--- src/rtl/score_keeper_param.sv ---
// -----------------------------------------------------------------------------
// score_keeper_param
//   Parametrised BCD score / difficulty unit for the dino game.
//   Keeps an N-digit BCD score that advances once every TICK_DIV clocks while
//   the game is running. It also keeps a high-score register with a new-record
//   flag, a saturating difficulty level, overflow handling (saturate or wrap),
//   and a registered seven-segment display of either the current or the high
//   score, with optional leading-zero blanking.
//
// Ports
//   clk        in   1            board clock
//   rst        in   1            asynchronous reset, active low
//   game_state in   2            0 start, 1 running, 2 game over, 3 behaves as 0
//   show_high  in   1            1: display high score, 0: display current score
//   score_bcd  out  4*DIGITS     current score, digit i at [4i+3:4i]
//   high_bcd   out  4*DIGITS     best score since reset
//   level      out  LEVEL_W      difficulty level (feeds obstacle speed logic)
//   new_high   out  1            sticky: last game set a new record
//   overflow   out  1            sticky: score was all-9s and tried to increment
//   hex        out  7*DIGITS     active-low segments {g..a}, digit i at [7i+6:7i]
// -----------------------------------------------------------------------------
module score_keeper_param #(
    parameter int DIGITS         = 6,
    parameter int TICK_DIV       = 5000000,
    parameter bit WRAP           = 1'b0,
    parameter int LEVEL_STEP_DIG = 2,
    parameter int LEVEL_W        = 3,
    parameter int LEVEL_MAX      = 7,
    parameter bit BLANK_LZ       = 1'b1
) (
    input  logic                  clk,
    input  logic                  rst,
    input  logic [1:0]            game_state,
    input  logic                  show_high,
    output logic [4*DIGITS-1:0]   score_bcd,
    output logic [4*DIGITS-1:0]   high_bcd,
    output logic [LEVEL_W-1:0]    level,
    output logic                  new_high,
    output logic                  overflow,
    output logic [7*DIGITS-1:0]   hex
);

    localparam int SW    = 4 * DIGITS;
    localparam int HW    = 7 * DIGITS;
    localparam int PW    = $clog2(TICK_DIV);
    localparam int LOW_W = 4 * LEVEL_STEP_DIG;

    localparam logic [PW-1:0]      PRESC_LAST = PW'(TICK_DIV - 1);
    localparam logic [LEVEL_W-1:0] LVL_MAX    = LEVEL_W'(LEVEL_MAX);

    localparam logic [1:0] ST_START = 2'd0;
    localparam logic [1:0] ST_RUN   = 2'd1;
    localparam logic [1:0] ST_OVER  = 2'd2;

    // ------------------------------------------------------------------
    // Helper functions
    // ------------------------------------------------------------------

    // BCD ripple increment: a 9 becomes 0 and carries into the next digit.
    function automatic logic [SW-1:0] bcd_inc(input logic [SW-1:0] v);
        logic [SW-1:0] r;
        logic          carry;
        r     = v;
        carry = 1'b1;
        for (int i = 0; i < DIGITS; i++) begin
            if (carry) begin
                if (v[4*i +: 4] == 4'd9) begin
                    r[4*i +: 4] = 4'd0;
                    carry       = 1'b1;
                end else begin
                    r[4*i +: 4] = v[4*i +: 4] + 4'd1;
                    carry       = 1'b0;
                end
            end else begin
                r[4*i +: 4] = v[4*i +: 4];
                carry       = 1'b0;
            end
        end
        return r;
    endfunction

    // True when every digit holds 9 (the increment would overflow).
    function automatic logic all_nines(input logic [SW-1:0] v);
        logic r;
        r = 1'b1;
        for (int i = 0; i < DIGITS; i++) begin
            if (v[4*i +: 4] != 4'd9) begin
                r = 1'b0;
            end else begin
                r = r;
            end
        end
        return r;
    endfunction

    // Most-significant-digit-first magnitude compare: a > b.
    function automatic logic bcd_gt(input logic [SW-1:0] a, input logic [SW-1:0] b);
        logic decided;
        logic gt;
        decided = 1'b0;
        gt      = 1'b0;
        for (int i = DIGITS - 1; i >= 0; i--) begin
            if (!decided && (a[4*i +: 4] != b[4*i +: 4])) begin
                decided = 1'b1;
                gt      = (a[4*i +: 4] > b[4*i +: 4]);
            end else begin
                decided = decided;
                gt      = gt;
            end
        end
        return gt;
    endfunction

    // Active-low {g..a} segment pattern; anything outside 0..9 is dark.
    function automatic logic [6:0] seg_decode(input logic [3:0] d);
        logic [6:0] s;
        case (d)
            4'd0:    s = 7'b1000000;
            4'd1:    s = 7'b1111001;
            4'd2:    s = 7'b0100100;
            4'd3:    s = 7'b0110000;
            4'd4:    s = 7'b0011001;
            4'd5:    s = 7'b0010010;
            4'd6:    s = 7'b0000010;
            4'd7:    s = 7'b1111000;
            4'd8:    s = 7'b0000000;
            4'd9:    s = 7'b0010000;
            default: s = 7'h7F;
        endcase
        return s;
    endfunction

    // Display pattern for a score of zero: digit 0 shows '0', the others
    // are dark when leading-zero blanking is on.
    function automatic logic [HW-1:0] hex_rst_val();
        logic [HW-1:0] v;
        v = '0;
        for (int i = 0; i < DIGITS; i++) begin
            if (BLANK_LZ && (i != 0)) begin
                v[7*i +: 7] = 7'h7F;
            end else begin
                v[7*i +: 7] = 7'b1000000;
            end
        end
        return v;
    endfunction

    localparam logic [HW-1:0] HEX_RST = hex_rst_val();

    // ------------------------------------------------------------------
    // State
    // ------------------------------------------------------------------
    logic [SW-1:0]      score_q, score_d;
    logic [SW-1:0]      high_q, high_d;
    logic [PW-1:0]      presc_q, presc_d;
    logic [LEVEL_W-1:0] level_q, level_d;
    logic               new_high_q, new_high_d;
    logic               overflow_q, overflow_d;
    logic [1:0]         prev_q, prev_d;
    logic [HW-1:0]      hex_q, hex_d;

    logic [1:0]         state_s;
    logic               tick_s;
    logic [SW-1:0]      inc_s;
    logic               nines_s;
    logic               go_edge_s;
    logic               step_s;
    logic [SW-1:0]      disp_src_s;
    logic               lit_s;

    // Score, prescaler, level, overflow and high-score next-state logic.
    always_comb begin
        // Encoding 3 is an alias of the start state.
        state_s   = (game_state == 2'd3) ? ST_START : game_state;
        tick_s    = (state_s == ST_RUN) && (presc_q == PRESC_LAST);
        inc_s     = bcd_inc(score_q);
        nines_s   = all_nines(score_q);
        go_edge_s = (prev_q == ST_RUN) && (state_s == ST_OVER);
        step_s    = 1'b0;

        score_d    = score_q;
        high_d     = high_q;
        presc_d    = presc_q;
        level_d    = level_q;
        new_high_d = new_high_q;
        overflow_d = overflow_q;
        prev_d     = state_s;

        case (state_s)
            ST_RUN: begin
                if (tick_s) begin
                    presc_d = '0;
                    if (nines_s) begin
                        overflow_d = 1'b1;
                        score_d    = WRAP ? '0 : score_q;
                    end else begin
                        score_d    = inc_s;
                    end
                    // A saturated score is unchanged, so it never steps the level.
                    step_s = (score_d != score_q) && (score_d[LOW_W-1:0] == '0);
                    if (step_s && (level_q < LVL_MAX)) begin
                        level_d = level_q + LEVEL_W'(1);
                    end else begin
                        level_d = level_q;
                    end
                end else begin
                    presc_d = presc_q + PW'(1);
                end
            end
            ST_OVER: begin
                // Score and prescaler are frozen; only the run->over edge
                // may record a new best score.
                if (go_edge_s && bcd_gt(score_q, high_q)) begin
                    high_d     = score_q;
                    new_high_d = 1'b1;
                end else begin
                    high_d     = high_q;
                    new_high_d = new_high_q;
                end
            end
            default: begin
                score_d    = '0;
                presc_d    = '0;
                level_d    = '0;
                overflow_d = 1'b0;
                new_high_d = 1'b0;
            end
        endcase
    end

    // Display source selection, decode and leading-zero blanking.
    always_comb begin
        disp_src_s = show_high ? high_q : score_q;
        lit_s      = 1'b0;
        hex_d      = '0;
        // Walk from the top digit down; once a non-zero digit is seen every
        // lower digit is lit. Digit 0 is always lit.
        for (int i = DIGITS - 1; i >= 0; i--) begin
            if (disp_src_s[4*i +: 4] != 4'd0) begin
                lit_s = 1'b1;
            end else begin
                lit_s = lit_s;
            end
            if (BLANK_LZ && !lit_s && (i != 0)) begin
                hex_d[7*i +: 7] = 7'h7F;
            end else begin
                hex_d[7*i +: 7] = seg_decode(disp_src_s[4*i +: 4]);
            end
        end
    end

    // State registers with asynchronous active-low clear (high score included).
    always_ff @(posedge clk or negedge rst) begin
        if (!rst) begin
            score_q    <= '0;
            high_q     <= '0;
            presc_q    <= '0;
            level_q    <= '0;
            new_high_q <= 1'b0;
            overflow_q <= 1'b0;
            prev_q     <= ST_START;
            hex_q      <= HEX_RST;
        end else begin
            score_q    <= score_d;
            high_q     <= high_d;
            presc_q    <= presc_d;
            level_q    <= level_d;
            new_high_q <= new_high_d;
            overflow_q <= overflow_d;
            prev_q     <= prev_d;
            hex_q      <= hex_d;
        end
    end

    assign score_bcd = score_q;
    assign high_bcd  = high_q;
    assign level     = level_q;
    assign new_high  = new_high_q;
    assign overflow  = overflow_q;
    assign hex       = hex_q;

endmodule
--- config.mk ---
export PLATFORM = sky130hd
export DESIGN_NAME = score_keeper_param
export DESIGN_NICKNAME = d
export VERILOG_FILES = /design/src/rtl/score_keeper_param.sv
export SDC_FILE = /design/constraint.sdc
export NUM_CORES = 1
export LEC_CHECK = 0
export BUFFER_PORTS_ARGS = -buffer_cell sky130_fd_sc_hd__buf_2
export CAP_MARGIN = 15
export CORE_UTILIZATION = 60
export DETAILED_ROUTE_END_ITERATION = 6
export GPL_TIMING_DRIVEN = 0
export PLACE_DENSITY = 0.81
export SLEW_MARGIN = 20
export SYNTH_ARGS = -nofsm -noshare
export SYNTH_HDL_FRONTEND = slang
export SYNTH_SLANG_ARGS = --single-unit
--- constraint.sdc ---
create_clock -name clk -period 4.7 [get_ports clk]
set_input_delay 0.94 -clock clk [delete_from_list [all_inputs] [get_ports clk]]
set_output_delay 0.94 -clock clk [all_outputs]
set_load 0.1 [all_outputs]
==> metrics.txt, run 1 <==
status=completed; clock share of power=between 50% and 60%; Worst EP arrival=approximately 4700 ps; Area growth, synth to finish=17.8%; Max Freq=231 MHz; antenna violations before repair=0; Mapped Nets=about 870; final wirelength=18500 um; Hold Worst Slack=425 ps; synth warn=0; cell taking the most area after synthesis=dfrtp_1; Synth Area per Inst=9.26 um2; vias after detailed routing=6532; critical path endpoint category=flip-flop; Pre-Repair DR Iteration Count=5; Int Pwr=approximately 1.9 mW; Worst IR Drop VDD=~0.00021 V; worst skew pair latency=430 ps; H-tree levels=4; Design Area, Final=a little under 9000 um2; Crit path top cell by count=buf_2; crit path max fanout=10; Post-DP Area=just over 8000 um2; Layout Nets=~990; Routed Antenna Nets=0; Post-synth EDFFs=0; Die W=113 um; DP HPWL=approximately 13000 um; post-synthesis cell type count=63; CTS tree=done; Syn Inst Count=800; Final Wtd Congestion=around 0.9; Relative slew margins=between 30% and 40%; largest net degree at the start of global routing=around 80; PortBufs=99; setup ws final=approximately 370 ps; Clk pin slew, worst setup/hold paths=50 ps; CP Launch Type=input port; CP Cell Sequence=buf_2, buf_2, clkbuf_2, buf_2, mux2i_1, ha_1, and2_1, o2111ai_1, or3b_1, clkbuf_1, nor2_2, nand3_1, o211ai_1; Die ar.=between 10000 and 15000 um2; first-pass GRT wire length=29800 um; switching portion of total power=26.4%; drt wl/cell=17.2 um; unrepaired setup endpoints after global routing=no; Async S/R FF share, synth=100%; Reg power frac=just over 40%; post-synthesis instance area=around 7400 um2; Final setup viols=0; Synth Flop Type=dfrtp_1; kind of critical path=input port to flip-flop; number of synthesized register bits=120; most common cell in the netlist=nand2_1; worst hold path type=input port to asynchronous set/reset pin; Leakage=4.28 nW; Root Buffer=clkbuf_16; PwrDens=302 nW/um2; register area share after synthesis=around 40%; Non-Filler Instances=1079; Chip Height=113 um; layout cell share with drive strength beyond 1=a little under a quarter; Via density=roughly 6.1; pin slew with the least headroom to its limit=between 1000 and 1500 ps; min cycle time layout=4330 ps; initial core utilization=61.6%; number of buffers created by CTS=17; GR Overflow Total=0; combinational group share of total power=9.2%; largest buffer count on any clock path=2; setup bufs post-CTS=0; Sink Count=120; via count of the first global-routing pass=between 6000 and 7000; Cell Rows=40; Place WS=-185 ps; DR DRC count=0; max cap viols=0; Crit path required time=approximately 5000 ps; I/O pin cnt=100; CORE AREA=around 12000 um2; dpl cells=approximately 1000; top-area cell type share of the netlist area=approximately 28%; max-slew violation count=0; top cells by count, synth=nand2_1 (101), dfrtp_1 (84), o21ai_0 (80); Worst path slowest cell=mux2i_1; Hold Vio Cnt, Final=0; CP max stage delay=just under 500 ps; Tot GR Track Use=30.1%; Final period util=about 92%; Switch Pwr=0.696 mW; Area contributors post-synth=dfrtp_1 (28%), dfstp_2 (13%), ha_1 (11%), o21ai_0 (5.4%), nand2_1 (5.1%); Clock Skews=between 8 and 9 ps; initial DRC count=547; diode count=0; overall power=roughly 2.6 mW
## cell usage in the layout (no fill, tap or decap), drive strengths merged, types with 14 or more instances in the layout
master	count
buf	116
nand2	101
o21ai	88
dfrtp	84
ha	68
inv	54
a21oi	46
nor2	39
nand3	38
dfstp	36
clkbuf	32
mux2i	30
mux2	27
nor3	16
o211ai	14
## power groups by stage
| stage | Sequential [mW] | Clock [mW] | Combinational [mW] |
|---|---|---|---|
| after floorplan | 1.20 | 0 | 0.0654 |
| after global placement | 1.08 | 0 | 0.235 |
| after detailed placement | 1.08 | 0 | 0.241 |
| after CTS | 1.07 | 1.34 | 0.243 |
| after global routing | 1.07 | 1.39 | 0.258 |
| final | 1.07 | 1.32 | 0.243 |
## through the flow
step	TNS, ps	util [%]
floorplan	0	-
global placement	-816	67.3
detailed placement	-1150	67.6
CTS	0	72.6
global route	0	72.6
finish	0	72.6
## layer usage
metal	vias to the layer above	track usage, %	part of all wire (%)
met5	-	0	0
met4	0	13.4	2.2
met3	34	7.12	7.4
met2	271	47.3	47
met1	3142	39.8	44
li1	3085	-	-
## worst max-delay path: cells and delay by family
kind / cells / cell delay, ps
AO/OA/AOI/OAI: 2 / 370
buffers and inverters: 5 / 1460
multiplexers: 1 / 490
adder cells (fa/ha/maj): 1 / 340
AND/OR/NAND/NOR: 4 / 1060
## sequential cells by signal (all words and copies together) (netlist names)
name,flops
hex,42
high_bcd,24
level,3
new_high,1
overflow,1
presc_q,23
prev_q,2
score_bcd,24
## area by class of cell
cell class                 instances  area (um2)
timing repair buffer             100         529
multi-input combinational        594        4000
buffer                            31         149
tap                              147         184
clock buffer                      17         425
clock inverter                    15         180
sequential                       120        3050
fill                             873        3290
inverter                          55         206
## repair_timing
item / in CTS / in global routing
setup endpoints to repair: 0 / 6
gates resized for setup: 0 / 2
endpoints found under the hold margin: 0 / 0
hold buffers: 0 / 0
## kinds of logic (layout without fill, tap and decap cells)
kind of cell	after synthesis	after routing	share of synthesized area [%]
AO/OA/AOI/OAI	197	197	15.8
XOR/XNOR	9	9	1.06
adder cells (fa/ha/maj)	68	68	11.5
buffers and inverters	86	218	4.78
flip-flops	120	120	41.2
multiplexers	57	57	8.21
AND/OR/NAND/NOR	263	263	17.5
## path summary, 6_finish.rpt
kind	startpoint	endpoint	slack (ps)	cells past startpoint
hold reg to reg	presc_q[22]$_DFFE_PN0N_	presc_q[22]$_DFFE_PN0N_	500	1
min in group clk	presc_q[22]$_DFFE_PN0N_	presc_q[22]$_DFFE_PN0N_	500	1
hold / removal	rst	high_bcd[23]$_DFFE_PN0P_	420	1
setup / recovery	show_high	hex[10]$_DFF_PN1_	370	13
setup reg to reg	score_bcd[4]$_DFFE_PN0P_	high_bcd[19]$_DFFE_PN0P_	1260	9
max in group asynchronous	rst	hex[12]$_DFF_PN1_	3540	2
No activity file was read; power rests on OpenSTA's default activity.
==> inputs of run 2 (changes only) <==
REMOVE_ABC_BUFFERS = 1   (was unset)
==> run 2 against run 1 <==
Via count is 0.92% lower. Sequential share of layout area increased by 0.75 points. Register-to-register slack improved by 60 ps. Cell count fell by 2.9%. Count of clock-buffer cells in the layout is 10 higher. Fmax grew 12%. Clock power decreased by 11%. Sequential power about the same. Flip-flop and latch count stayed put. Critical path depth decreased by 3. Routed wire length shrank 4.9%. Setup slack better by 470 ps. Largest power group unchanged. Highest routed layer unchanged.
==> metrics.txt, run 2 (synthesis results as in run 1) <==
status=completed; PortBufs=99; diode count=0; max-slew violation count=0; met2 WL=between 8000 and 9000 um; vias after detailed routing=about 6500; layout cell share with drive strength beyond 1=between 20% and 30%; CORE AREA=between 10000 and 15000 um2; largest buffer count on any clock path=2; cts hold-fix bufs=0; Layout Nets=approximately 960; unrepaired setup endpoints after global routing=no; Relative slew margins=between 30% and 40%; Area growth, synth to finish=15.3%; Worst R2R Start=score_bcd[8]$_DFFE_PN0P_; Final period util=82.1%; Root Buffer=clkbuf_16; Clock Skews=around 8.4 ps; Pre-Repair DR Iteration Count=6; DP HPWL=roughly 12000 um; # resized after CTS=0; Tot GR Track Use=just under 30%; Final Wtd Congestion=about 0.93; Hold Vio Cnt, Final=0; CP Launch Type=input port; Final setup viols=0; CP Capture Point=hex[12]$_DFF_PN1_; most common cell after layout, fill and taps aside=nand2_1; reg2reg path depth=8; Leakage=roughly 4.2 nW; initial DRC count=520; DR DRC count=0; via count of the first global-routing pass=between 6000 and 7000; Worst R2R End=high_bcd[7]$_DFFE_PN0P_; Max Freq=259 MHz; setup slack, reg-to-reg=1320 ps; Hold Worst Slack=around 460 ps; Worst IR Drop VDD=about 0.00017 V; H-tree levels=4; final wirelength=about 18000 um; crit path max fanout=39; I/O pin cnt=100; Clk pin slew, worst setup/hold paths=about 50 ps; max cap viols=0; number of buffers created by CTS=17; PwrDens=289 nW/um2; GR Overflow Total=0; critical path endpoint category=flip-flop; Chip Height=113 um; Sink Count=120; Via density=around 6; min cycle time layout=between 3000 and 4000 ps; Die ar.=approximately 13000 um2; Die W=about 110 um; TNS Setup=0 ps; Crit path required time=5040 ps; pin slew with the least headroom to its limit=roughly 1000 ps; M1 wire length=7260 um; Routed Antenna Nets=0; worst hold path type=input port to asynchronous set/reset pin; kind of critical path=input port to flip-flop; setup bufs post-CTS=0; antenna violations before repair=0; max FFs per register=42; Cell Rows=40; Max Used Layer=met4; largest net degree at the start of global routing=between 70 and 80; CTS tree=done; met3 WL post-DR=around 1100 um; first-pass GRT wire length=roughly 29000 um; initial core utilization=between 60% and 70%; Worst EP arrival=around 4200 ps; commonest non-fill, non-tap cells in the layout=nand2_1 (101), buf_2 (98), dfrtp_1 (84), o21ai_0 (80), ha_1 (68); worst skew pair latency=between 400 and 500 ps; crit path launch=show_high; drt wl/cell=around 17 um
==> run 2: cell types whose count changed in the layout (fill, tap and decap cells not counted), sizes merged <==
cell      delta
buf         -14
bufinv       -3
clkbuf       -5
clkinv       -3
clkinvlp     -6
==> run 2: worst max-delay path, stage by stage <==
cell       delay, ps
buf_2            720
o21ai_0          430
inv_1            230
ha_1             270
and2_1           160
o2111ai_1        260
or3b_1           550
nor2_2           250
nand3_1          200
o211ai_1         150
==> run 2: routing by layer <==
metal | up-vias | GRT usage [%]
met2 | 283 | 49.3
met4 | 0 | 14.1
met1 | 3091 | 35.5
met3 | 61 | 5.52
li1 | 3037 | -
met5 | - | 0
==> run 2: final cells by class <==
cell class | instances | area, um2
multi-input combinational | 594 | 4020
fill | 903 | 3470
sequential | 120 | 3050
timing repair buffer | 102 | 559
clock buffer | 27 | 513
inverter | 55 | 206
tap | 147 | 184
clock inverter | 3 | 15.0
==> run 2: worst min path at each step <==
| stage | start | end | cells after the start |
|---|---|---|---|
| floorplan | presc_q[22]$_DFFE_PN0N_ | presc_q[22]$_DFFE_PN0N_ | 1 |
| global placement | presc_q[22]$_DFFE_PN0N_ | presc_q[22]$_DFFE_PN0N_ | 1 |
| detailed placement | new_high$_DFFE_PN0P_ | new_high$_DFFE_PN0P_ | 1 |
| CTS | rst | high_bcd[8]$_DFFE_PN0P_ | 1 |
| global route | rst | high_bcd[14]$_DFFE_PN0P_ | 1 |
| finish | rst | high_bcd[8]$_DFFE_PN0P_ | 1 |
==> run 2: per-stage QoR <==
step	power [mW]	util (%)	cells	setup WS [ps]	cell area (um2)
after detailed placement	1.32	66.7	1018	468	8010
after floorplan	1.26	-	769	1060	7260
after global routing	2.55	71.1	1048	608	8540
after CTS	2.48	71.1	1048	883	8540
final	2.47	71.1	1048	840	8540
after global placement	1.31	66.1	1015	436	7940
==> run 2: where the power goes <==
part           total, mW  switching [mW]  internal, mW
Combinational      0.236           0.193        0.0427
Sequential          1.07         0.00445          1.06
Clock               1.17           0.434         0.733
